--- src/rtl/l2req_arb.sv ---
// Generic synchronous FIFO with registered occupancy count and head read straight from storage.
// Latency: a pushed entry is visible at head_dat the cycle after the push.
// Backpressure: none internally; the owner must not push when full or pop when empty.
module sync_fifo #(
    parameter int W     = 8,
    parameter int DEPTH = 2
) (
    input  logic                       clk,
    input  logic                       reset,
    input  logic                       push,
    input  logic [W-1:0]               push_dat,
    input  logic                       pop,
    output logic [$clog2(DEPTH+1)-1:0] count,
    output logic [W-1:0]               head_dat
);
    localparam int PW = (DEPTH > 1) ? $clog2(DEPTH) : 1;
    localparam int CW = $clog2(DEPTH + 1);

    logic [W-1:0]  mem [DEPTH];
    logic [PW-1:0] wr_ptr;
    logic [PW-1:0] rd_ptr;

    function automatic logic [PW-1:0] ptr_next(input logic [PW-1:0] p);
        return (p == PW'(DEPTH - 1)) ? '0 : p + PW'(1);
    endfunction

    always_ff @(posedge clk or posedge reset) begin
        if (reset) begin
            wr_ptr <= '0;
            rd_ptr <= '0;
            count  <= '0;
        end else begin
            if (push) wr_ptr <= ptr_next(wr_ptr);
            if (pop)  rd_ptr <= ptr_next(rd_ptr);
            case ({push, pop})
                2'b10:   count <= count + CW'(1);
                2'b01:   count <= count - CW'(1);
                default: count <= count;
            endcase
        end
    end

    // Storage is deliberately unreset: stale contents are unreachable once the pointers clear.
    always_ff @(posedge clk) begin
        if (push) mem[wr_ptr] <= push_dat;
    end

    assign head_dat = mem[rd_ptr];

endmodule

// Arbitrates DC (fixed priority) and IC onto the L2 request channel, bounding IC starvation.
// Latency: one cycle from input acceptance to l1tol2_req_valid; no bypass path.
// Backpressure: input retries depend only on the registered FIFO count, never on l1tol2_req_retry.
module l2req_arb #(
    parameter int REQ_W      = 64,
    parameter int STARVE_LIM = 3
) (
    input  logic             clk,
    input  logic             reset,
    input  logic             dc_req_valid,
    output logic             dc_req_retry,
    input  logic [REQ_W-1:0] dc_req,
    input  logic             ic_req_valid,
    output logic             ic_req_retry,
    input  logic [REQ_W-1:0] ic_req,
    output logic             l1tol2_req_valid,
    input  logic             l1tol2_req_retry,
    output logic [REQ_W-1:0] l1tol2_req,
    output logic             l1tol2_req_src
);
    localparam int SW = $clog2(STARVE_LIM + 1);

    typedef struct packed {
        logic             src;
        logic [REQ_W-1:0] payload;
    } entry_t;

    logic [1:0]    count;
    logic [SW-1:0] starve_cnt;
    logic          space;
    logic          ic_wins;
    logic          grant_dc;
    logic          grant_ic;
    logic          push;
    logic          pop;
    entry_t        push_ent;
    entry_t        head_ent;

    always_comb begin
        space    = (count < 2'd2);
        ic_wins  = ic_req_valid && (!dc_req_valid || (starve_cnt == SW'(STARVE_LIM)));
        // Reset gates grants so both retries read 1 for the whole time reset is held.
        grant_ic = space && !reset && ic_wins;
        grant_dc = space && !reset && dc_req_valid && !ic_wins;
        push     = grant_dc || grant_ic;

        push_ent.src     = grant_ic;
        push_ent.payload = grant_ic ? ic_req : dc_req;

        dc_req_retry     = !grant_dc;
        ic_req_retry     = !grant_ic;
        l1tol2_req_valid = (count != 2'd0);
        pop              = l1tol2_req_valid && !l1tol2_req_retry;
        l1tol2_req       = head_ent.payload;
        l1tol2_req_src   = head_ent.src;
    end

    // Counts DC wins while IC waits; a withdrawn IC request forfeits its accumulated claim.
    always_ff @(posedge clk or posedge reset) begin
        if (reset) begin
            starve_cnt <= '0;
        end else if (!ic_req_valid || grant_ic) begin
            starve_cnt <= '0;
        end else if (grant_dc && (starve_cnt != SW'(STARVE_LIM))) begin
            starve_cnt <= starve_cnt + SW'(1);
        end
    end

    sync_fifo #(
        .W     ($bits(entry_t)),
        .DEPTH (2)
    ) u_fifo (
        .clk      (clk),
        .reset    (reset),
        .push     (push),
        .push_dat (push_ent),
        .pop      (pop),
        .count    (count),
        .head_dat (head_ent)
    );

endmodule

--- config.mk ---
export PLATFORM = sky130hd
export DESIGN_NAME = l2req_arb
export DESIGN_NICKNAME = d
export VERILOG_FILES = /design/src/rtl/l2req_arb.sv
export SDC_FILE = /design/constraint.sdc
export NUM_CORES = 1
export LEC_CHECK = 0
export ABC_AREA = 1
export CAP_MARGIN = 40
export CORE_ASPECT_RATIO = 1.25
export CORE_MARGIN = 10
export CORE_UTILIZATION = 49
export CTS_CLUSTER_SIZE = 12
export DETAILED_ROUTE_END_ITERATION = 6
export PLACE_DENSITY = 0.81
export SLEW_MARGIN = 20
export SYNTH_ARGS = -nofsm -noshare
export SYNTH_HDL_FRONTEND = slang
export SYNTH_SLANG_ARGS = --single-unit
--- constraint.sdc ---
create_clock -name clk -period 11.2 [get_ports clk]
set_input_delay 2.24 -clock clk [delete_from_list [all_inputs] [get_ports clk]]
set_output_delay 2.24 -clock clk [all_outputs]
set_load 0.05 [all_outputs]
==> results of run 1 <==
## cell usage in the layout, fill, tap and decap left out
master / count
clkinv_2: 4
nand4_1: 3
or2_2: 1
nand3_2: 1
ha_1: 2
bufinv_16: 2
clkbuf_16: 17
inv_1: 11
nor2_1: 1
clkdlybuf4s50_1: 200
nand3_1: 3
xnor2_1: 2
clkbuf_1: 2
dfrtp_2: 1
mux2_2: 65
buf_4: 4
inv_2: 2
clkinv_1: 4
nor2_4: 2
clkinvlp_4: 2
edfxtp_1: 130
nand2_1: 207
dfrtp_1: 5
buf_12: 1
buf_16: 2
## metal layers
layer	part of all wire, %	up-vias	wire length (um)	global-route usage (%)
li1	-	1977	-	-
met1	40	1920	5760	17.8
met2	51	157	7500	29.5
met3	6.5	27	943	6.15
met4	2.6	0	374	7.89
met5	0	-	0	0
## sequential cells by signal, indices dropped and copies added, names as in the netlist
| signal | count |
|---|---|
| u_fifo.mem | 130 |
| u_fifo.count | 2 |
| u_fifo.rd_ptr | 1 |
| starve_cnt | 2 |
| u_fifo.wr_ptr | 1 |
## worst max-delay path, stage by stage
cell             delay, ns
clkdlybuf4s50_1       0.53
nor2_4                0.07
nand3_2               0.07
buf_4                 0.56
clkdlybuf4s50_1       0.95
## stage by stage
stage	area (um2)	instances	setup WS, ns
3_5_place_dp	8040	804	4.51
5_1_grt	8580	835	4.40
3_3_place_gp	7970	801	4.58
2_1_floorplan	5870	457	5.17
4_1_cts	8580	835	4.49
6_report	8580	835	4.50
## Yosys cell counts, types with 2 or more instances
cell type / n
nand4_1: 3
clkbuf_1: 3
nor2_1: 2
buf_4: 5
edfxtp_1: 130
ha_1: 2
buf_2: 7
buf_6: 6
nand2_1: 207
nand3_1: 3
xnor2_1: 2
inv_1: 12
mux2_2: 65
dfrtp_1: 6
## layout make-up
cell class              instances  area, um2  share of cell area [%]
inverters                      13       48.8                   0.569
multi-input cells             287       1630                    19.0
clock buffers                  19        433                    5.04
flip-flops and latches        136       4060                    47.2
repair buffers                207       2110                    24.5
well taps                     161        201                    2.35
clock inverters                12        110                    1.28
## cells by family after synthesis
| logic type | share of synthesized area [%] |
|---|---|
| adders and majority gates | 0.426 |
| muxes | 12.5 |
| xor gates and xnor gates | 0.298 |
| and+or+nand+nor | 14.4 |
| DFF | 69.0 |
| buffers and inverters | 3.41 |
## path summary, 6_finish.rpt
kind	from	end	slack, ns
max	reset	ic_req_retry	4.50
min	starve_cnt[1]$_DFFE_PP0P_	starve_cnt[1]$_DFFE_PP0P_	0.49
max reg2reg	starve_cnt[0]$_DFFE_PP0P_	u_fifo.mem[1][3]$_DFFE_PP_	8.40
min reg2reg	starve_cnt[1]$_DFFE_PP0P_	starve_cnt[1]$_DFFE_PP0P_	0.49
max in group asynchronous	reset	u_fifo.rd_ptr$_DFFE_PP0P_	8.82
min in group asynchronous	reset	starve_cnt[0]$_DFFE_PP0P_	2.16
## power by group through the flow
stage	sequential, mW	combinational (mW)	clock [mW]
after floorplan	0.689	0.604	0
after global placement	0.713	0.853	0
after detailed placement	0.698	0.900	0
after CTS	0.688	0.905	0.517
after global routing	0.693	0.938	0.541
final	0.687	0.895	0.508
==> flow_summary_export.csv, run 1 <==
group,metric,value,unit
status,status,"completed",
power_and_ir_drop,internal_power,1.31,mW
clock_network,htree_num_levels,4,
drt,post_drt_wl_per_cell,17.5,um
global_route,overflow,0,
synth,netlist.area_leader.share,66.5,%
power_and_ir_drop,p_clk_share,24.3,%
power_and_ir_drop,p_total,2.09,mW
setup_path,crit_fanout,68,
power_and_ir_drop,leakage,3.31,nW
place,gp_congestion,0.763,
power_and_ir_drop,power_frac_comb,42.8,%
timing,maxSlewViolCount,0,
synth,synth_edf_count,130,
timing,period_share,59.8,%
synth,synth_async_sr_flop_share,4.41,%
global_route,grt_start_max_net_pins,69,
timing,rsz0062_at_grt,"false",
drt,drt_iter0_drc,154,
floorplan,die_h,142,um
floorplan,num_rows,44,
timing,hold_slack,0.493,ns
drt,routed_wl,14600,um
clock_network,cts_sinks,136,
timing,worst_pin_slew,0.723,ns
finish,nFillCells,836,
synth,syn_area,5870,um2
timing,finalCriticalPeriod,6.70,ns
timing,tns,0,ns
floorplan,die_area,16800,um2
global_route,grt_use_total,16.9,%
setup_path,cp.arrival,4.46,ns
synth,yosysTopAreaCell,"edfxtp_1",
global_route,grt_pass1_wl,22200,um
synth,synth_cell_type_count,18,
timing,finalClockSkew,0.00542,ns
synth,ys_seq_area_share,69.0,%
power_and_ir_drop,power_per_cell_area,243,nW/um2
place,place_hpwl,11000,um
clock_network,post_cts_buffers,0,
finish,n_antenna_cell,0,
drt,viasPerCell,4.89,
global_route,first_global_vias,4286,
timing,max_slew_margin,51.8,%
setup_path,crit_path_end_kind,"output pin",
clock_network,cts_buffers,17,
synth,syn_nets,592,
power_and_ir_drop,switching_share,37.2,%
power_and_ir_drop,pwr-share-seq,32.9,%
synth,yosys_warnings,0,
timing,hold_viol,0,
synth,synth_ff_type,"edfxtp_1",
timing,fmax,0.149,GHz
finish,utilization,73.5,%
synth,synth_seq_cells,136,
setup_path,cp-start-kind,"primary input",
floorplan,start_util,50.3,%
setup_path,crit_required,8.96,ns
clock_network,cts_hold_buffers,0,
timing,setup_violations,0,
global_route,antenna_found_initial,0,
clock_network,clk_pin_slew_worst_paths,0.05,ns
clock_network,cts_resized,0,
synth,syn_avg_cell_area,12.9,um2
clock_network,cts_tree,"built",
clock_network,clockBufferDepth,2,
floorplan,core,11700,um2
power_and_ir_drop,p_sw,777,uW
place,numPortBuffers,200,
drt,drc,0,
setup_path,critPathKind,"primary input to output pin",
drt,dr.pass1.iters,4,
hold_path,worstHoldPathCells,2,
synth,syn_inst,457,
synth,yosys-top-cells-area,"edfxtp_1 (66%), nand2_1 (13%), mux2_2 (12%)",
hold_path,hp-class,"flop to flop",
finish,layout-drive-gt1-share,15.4,%
power_and_ir_drop,irDropWorstVdd,0.125,mV
clock_network,cts_root_buffer,"clkbuf_16",
job,max_cap_viol_count,0,
drt,vias,4081,
clock_network,clk_latency,0.40,ns
setup_path,reg2reg_depth,10,
finish,syn_to_final_growth,46.1,%
finish,nets,797,
floorplan,io_pins,201,
drt,drtAntennaViolNets,0,
floorplan,die_x,118,um
No activity file was read; power rests on OpenSTA's default activity.
==> run 2, diff against run 1 <==
Settings changed: CORE_UTILIZATION 49 to 41, PLACE_DENSITY 0.81 to 0.72.
Clock period 11.2 ns to 6 ns, I/O delays scaled along.
==> flow_summary_export.csv, run 2 (synthesized netlist as in run 1, its figures left out) <==
group,metric,value,unit
timing,fin_ws,2.03,ns
power_and_ir_drop,irDropWorstVdd,0.271,mV
finish,largestRegisters,"u_fifo.mem: 130 flops, starve_cnt: 2 flops, u_fifo.count: 2 flops",
timing,worst_pin_slew,0.682,ns
drt,dr.pass1.iters,4,
clock_network,cts_tree,"built",
setup_path,crit_path_end_kind,"output pin",
clock_network,cts_resized,0,
floorplan,start_util,42.2,%
setup_path,reg2reg_from,"starve_cnt[0]$_DFFE_PP0P_",
timing,finalCriticalPeriod,3.97,ns
finish,utilization,62.2,%
hold_path,holdCritStartpoint,"starve_cnt[1]$_DFFE_PP0P_",
setup_path,crit_fanout,5,
global_route,grt_pass1_wl,22300,um
floorplan,num_rows,48,
clock_network,cts_buffers,17,
finish,final_cell_mix,"nand2_1 (207), clkdlybuf4s50_1 (200), edfxtp_1 (130), mux2_2 (65), clkbuf_16 (17)",
timing,maxSlewViolCount,0,
global_route,first_global_vias,4369,
drt,routed_wl,14200,um
place,gp_congestion,0.813,
power_and_ir_drop,leakage,3.34,nW
floorplan,core,13900,um2
clock_network,cts_root_buffer,"clkbuf_16",
place,dpl.cell_count,819,
timing,finalClockSkew,0.00854,ns
floorplan,die_h,154,um
timing,hold_slack,0.503,ns
finish,nets,799,
setup_path,cp-start-kind,"primary input",
clock_network,clk_latency,0.41,ns
setup_path,critPathKind,"primary input to output pin",
drt,wl_met1,5640,um
drt,post_drt_wl_per_cell,16.7,um
power_and_ir_drop,switching_share,36.8,%
floorplan,io_pins,201,
drt,vias,4007,
power_and_ir_drop,power_per_cell_area,458,nW/um2
floorplan,die_area,19500,um2
clock_network,clockBufferDepth,2,
global_route,grt_use_total,14.4,%
clock_network,clk_pin_slew_worst_paths,0.06,ns
global_route,grt_start_max_net_pins,68,
hold_path,hp-class,"flop to flop",
setup_path,cp.arrival,2.77,ns
global_route,overflow,0,
drt,drt_iter0_drc,174,
clock_network,cts_hold_buffers,0,
timing,tns,0,ns
power_and_ir_drop,p_sw,1.46,mW
drt,route.met3.wl,1190,um
drt,wl_met2,7110,um
power_and_ir_drop,p_clk_share,25.7,%
timing,period_share,66.2,%
finish,syn_to_final_growth,47.5,%
setup_path,worstReg2RegEnd,"u_fifo.mem[0][60]$_DFFE_PP_",
finish,largest-register,"u_fifo.mem",
timing,setup_violations,0,
timing,max_slew_margin,54.6,%
setup_path,reg2reg_depth,10,
setup_path,crit_required,4.80,ns
timing,rsz0062_at_grt,"false",
finish,n_antenna_cell,0,
power_and_ir_drop,pwr-share-seq,32.4,%
job,max_cap_viol_count,0,
status,status,"completed",
timing,fmax,0.252,GHz
drt,viasPerCell,4.71,
global_route,antenna_found_initial,0,
setup_path,r2r_slack,3.48,ns
clock_network,htree_num_levels,4,
clock_network,cts_sinks,136,
timing,hold_viol,0,
finish,mostFrequentLayoutCell,"nand2_1",
hold_path,hold_end,"starve_cnt[1]$_DFFE_PP0P_",
place,numPortBuffers,200,
drt,dr.max_layer_used,"met4",
drt,drc,0,
finish,layout-drive-gt1-share,16.3,%
finish,instances_no_fill,851,
floorplan,die_x,127,um
finish,nFillCells,1099,
drt,drtAntennaViolNets,0,
finish,largest_register_ffs,130,
place,place_ws,1.92,ns
hold_path,worstHoldPathCells,2,
power_and_ir_drop,internal_power,2.50,mW
power_and_ir_drop,power_frac_comb,41.8,%
place,place_hpwl,10500,um
clock_network,post_cts_buffers,0,
run 2: per-stage QoR:
step	area, um2	power (mW)
after global placement	7990	2.93
after floorplan	5870	2.41
after detailed placement	8050	2.97
after global routing	8660	4.14
final	8660	3.96
after CTS	8640	4.00
run 2: routing by layer:
metal	GRT usage, %	vias to the layer above
met3	6.12	21
met5	0	-
met2	24.4	153
met1	15.5	1857
met4	5.59	0
li1	-	1976
run 2: power by group through the flow:
stage / registers [mW] / logic [mW] / clock network [mW]
3_5_place_dp: 1.31 / 1.67 / 0
6_report: 1.29 / 1.66 / 1.02
2_1_floorplan: 1.29 / 1.13 / 0
3_3_place_gp: 1.34 / 1.59 / 0
5_1_grt: 1.30 / 1.75 / 1.09
4_1_cts: 1.29 / 1.68 / 1.04
run 2: critical path: stages:
cell and delay [ns]:
clkdlybuf4s50_1 0.56, nand2_1 0.13, nand3_1 0.08, clkdlybuf4s50_1 0.81
run 2: worst max-delay path by stage:
stage	endpoint	startpoint
4_1_cts	dc_req_retry	ic_req_valid
5_1_grt	l1tol2_req_src	u_fifo.rd_ptr$_DFFE_PP0P_
3_5_place_dp	u_fifo.mem[1][61]$_DFFE_PP_	reset
2_1_floorplan	u_fifo.mem[1][0]$_DFFE_PP_	reset
3_3_place_gp	u_fifo.mem[0][60]$_DFFE_PP_	reset
6_report	dc_req_retry	ic_req_valid
run 2: cell type report:
type / count / area [um2] / share of cell area (%)
repair buffers: 209 / 2130 / 24.6
clock inverters: 13 / 156 / 1.81
multi-input cells: 287 / 1630 / 18.8
clock buffers: 18 / 429 / 4.95
well taps: 175 / 219 / 2.53
flip-flops and latches: 136 / 4060 / 46.8
inverters: 13 / 48.8 / 0.563
==> run 3, diff against run 2 <==
Clock period 6 ns to 3.5 ns, I/O delays scaled along.
==> flow_summary_export.csv, run 3 (synthesized netlist as in run 1, its figures left out) <==
group,metric,value,unit
status,status,"completed",
place,place_hpwl,10800,um
clock_network,htree_num_levels,4,
drt,viasPerCell,4.78,
global_route,grt_use_total,14.5,%
global_route,overflow,0,
drt,vias,4072,
finish,nFillCells,1095,
power_and_ir_drop,power_per_cell_area,792,nW/um2
timing,worst_pin_slew,0.597,ns
timing,period_share,88.9,%
clock_network,cts_sinks,136,
timing,hold_viol,0,
finish,layout-drive-gt1-share,16.4,%
global_route,grt_start_max_net_pins,43,
setup_path,cpMaxStageDelayCell,"clkdlybuf4s50_1",
drt,dr.pass1.iters,4,
setup_path,crit_path_end_kind,"output pin",
timing,finalCriticalPeriod,3.11,ns
floorplan,start_util,42.2,%
setup_path,crit_family,"buffers and inverters",
floorplan,die_area,19500,um2
drt,drt_iter0_drc,199,
drt,routed_wl,14500,um
drt,drtAntennaViolNets,0,
timing,finalClockSkew,0.00974,ns
setup_path,cp-start-kind,"flop",
floorplan,core,13900,um2
job,max_cap_viol_count,0,
drt,drc,0,
setup_path,cpPeakStageDelay,0.75,ns
setup_path,cp.arrival,2.41,ns
clock_network,cts_tree,"built",
setup_path,r2r_slack,1.55,ns
timing,fmax,0.321,GHz
clock_network,cts_buffers,17,
setup_path,crit_fanout,41,
finish,largest-register,"u_fifo.mem",
global_route,grt_pass1_wl,22500,um
timing,tns,0,ns
finish,final_area,8640,um2
clock_network,cts_root_buffer,"clkbuf_16",
setup_path,crit_required,2.80,ns
finish,largest_register_ffs,130,
timing,rsz0062_at_grt,"false",
place,numPortBuffers,200,
clock_network,post_cts_buffers,0,
global_route,antenna_found_initial,0,
timing,maxSlewViolCount,0,
power_and_ir_drop,irDropWorstVdd,0.409,mV
place,gp_congestion,0.781,
floorplan,die_x,127,um
timing,max_slew_margin,60.2,%
finish,n_antenna_cell,0,
drt,post_drt_wl_per_cell,17.0,um
power_and_ir_drop,leakage,3.34,nW
setup_path,crit_chain,"buf_4 -> mux2_2 -> clkdlybuf4s50_1",
finish,instances_no_fill,852,
clock_network,clk_pin_slew_worst_paths,0.05,ns
timing,setup_violations,0,
power_and_ir_drop,p_total,6.85,mW
setup_path,path_buf_inv,2,
clock_network,clk_latency,0.41,ns
global_route,first_global_vias,4481,
finish,largestRegisters,"u_fifo.mem: 130 flops, starve_cnt: 2 flops, u_fifo.count: 2 flops",
floorplan,num_rows,48,
finish,mostFrequentLayoutCell,"nand2_1",
clock_network,cts_hold_buffers,0,
finish,syn_to_final_growth,47.1,%
clock_network,cts_resized,0,
floorplan,die_h,154,um
place,place_area,8030,um2
finish,nets,799,
floorplan,io_pins,201,
setup_path,critPathKind,"flop to output pin",
place,dpl.cell_count,820,
clock_network,clockBufferDepth,2,
hold_path,hp-class,"flop to flop",
finish,final_cell_mix,"nand2_1 (207), clkdlybuf4s50_1 (199), edfxtp_1 (130), mux2_2 (65), clkbuf_16 (17)",
[run 3: area by class of cell]
class	count	area (um2)	area share (%)
Multi-Input combinational cell	287	1630	18.8
Tap cell	175	219	2.53
Sequential cell	136	4060	46.9
Timing Repair Buffer	209	2080	24.1
Inverter	13	48.8	0.565
Clock inverter	13	179	2.07
Clock buffer	19	433	5.01
[run 3: layer usage]
| metal | up-vias | GRT usage, % | wire length (um) |
|---|---|---|---|
| li1 | 1981 | - | - |
| met5 | - | 0 | 0 |
| met4 | 0 | 4.89 | 210 |
| met3 | 17 | 7.33 | 1310 |
| met2 | 148 | 24.9 | 7250 |
| met1 | 1926 | 15.0 | 5680 |
[run 3: stage by stage]
stage	utilization, %	hold slack [ns]	setup slack (ns)
final	62.0	0.516	0.387
after global routing	62.0	0.540	0.288
after CTS	62.0	0.512	0.326
after detailed placement	57.6	0.500	0.507
after global placement	57.5	0.468	0.554
after floorplan	-	0.453	0.130
[run 3: final timing paths]
check                                            start                     endpoint  cells past startpoint
min                        u_fifo.count[0]$_DFFE_PP0P_  u_fifo.count[0]$_DFFE_PP0P_                      1
max reg2reg                  starve_cnt[0]$_DFFE_PP0P_  u_fifo.mem[1][50]$_DFFE_PP_                      8
min reg2reg                u_fifo.count[0]$_DFFE_PP0P_  u_fifo.count[0]$_DFFE_PP0P_                      1
max in group asynchronous                        reset    u_fifo.rd_ptr$_DFFE_PP0P_                      2
max                          u_fifo.rd_ptr$_DFFE_PP0P_               l1tol2_req[31]                      3
min in group asynchronous                        reset    starve_cnt[1]$_DFFE_PP0P_                      2
[run 3: worst reg2reg max path, stage by stage (launching register included)]
cell,delay (ns)
dfrtp_1,0.38
ha_1,0.16
inv_1,0.04
nand2_1,0.08
nand3_2,0.12
nand2_1,0.10
inv_1,0.08
nor2_4,0.09
buf_4,0.49
[run 3: power breakdown]
group          leakage (nW)  internal (mW)  total [mW]  switching (mW)
logic                  1.78           1.04        2.84            1.80
clock network         0.290           1.19        1.83           0.642
registers              1.27           2.11        2.18          0.0682
total                  3.34           4.34        6.85            2.51
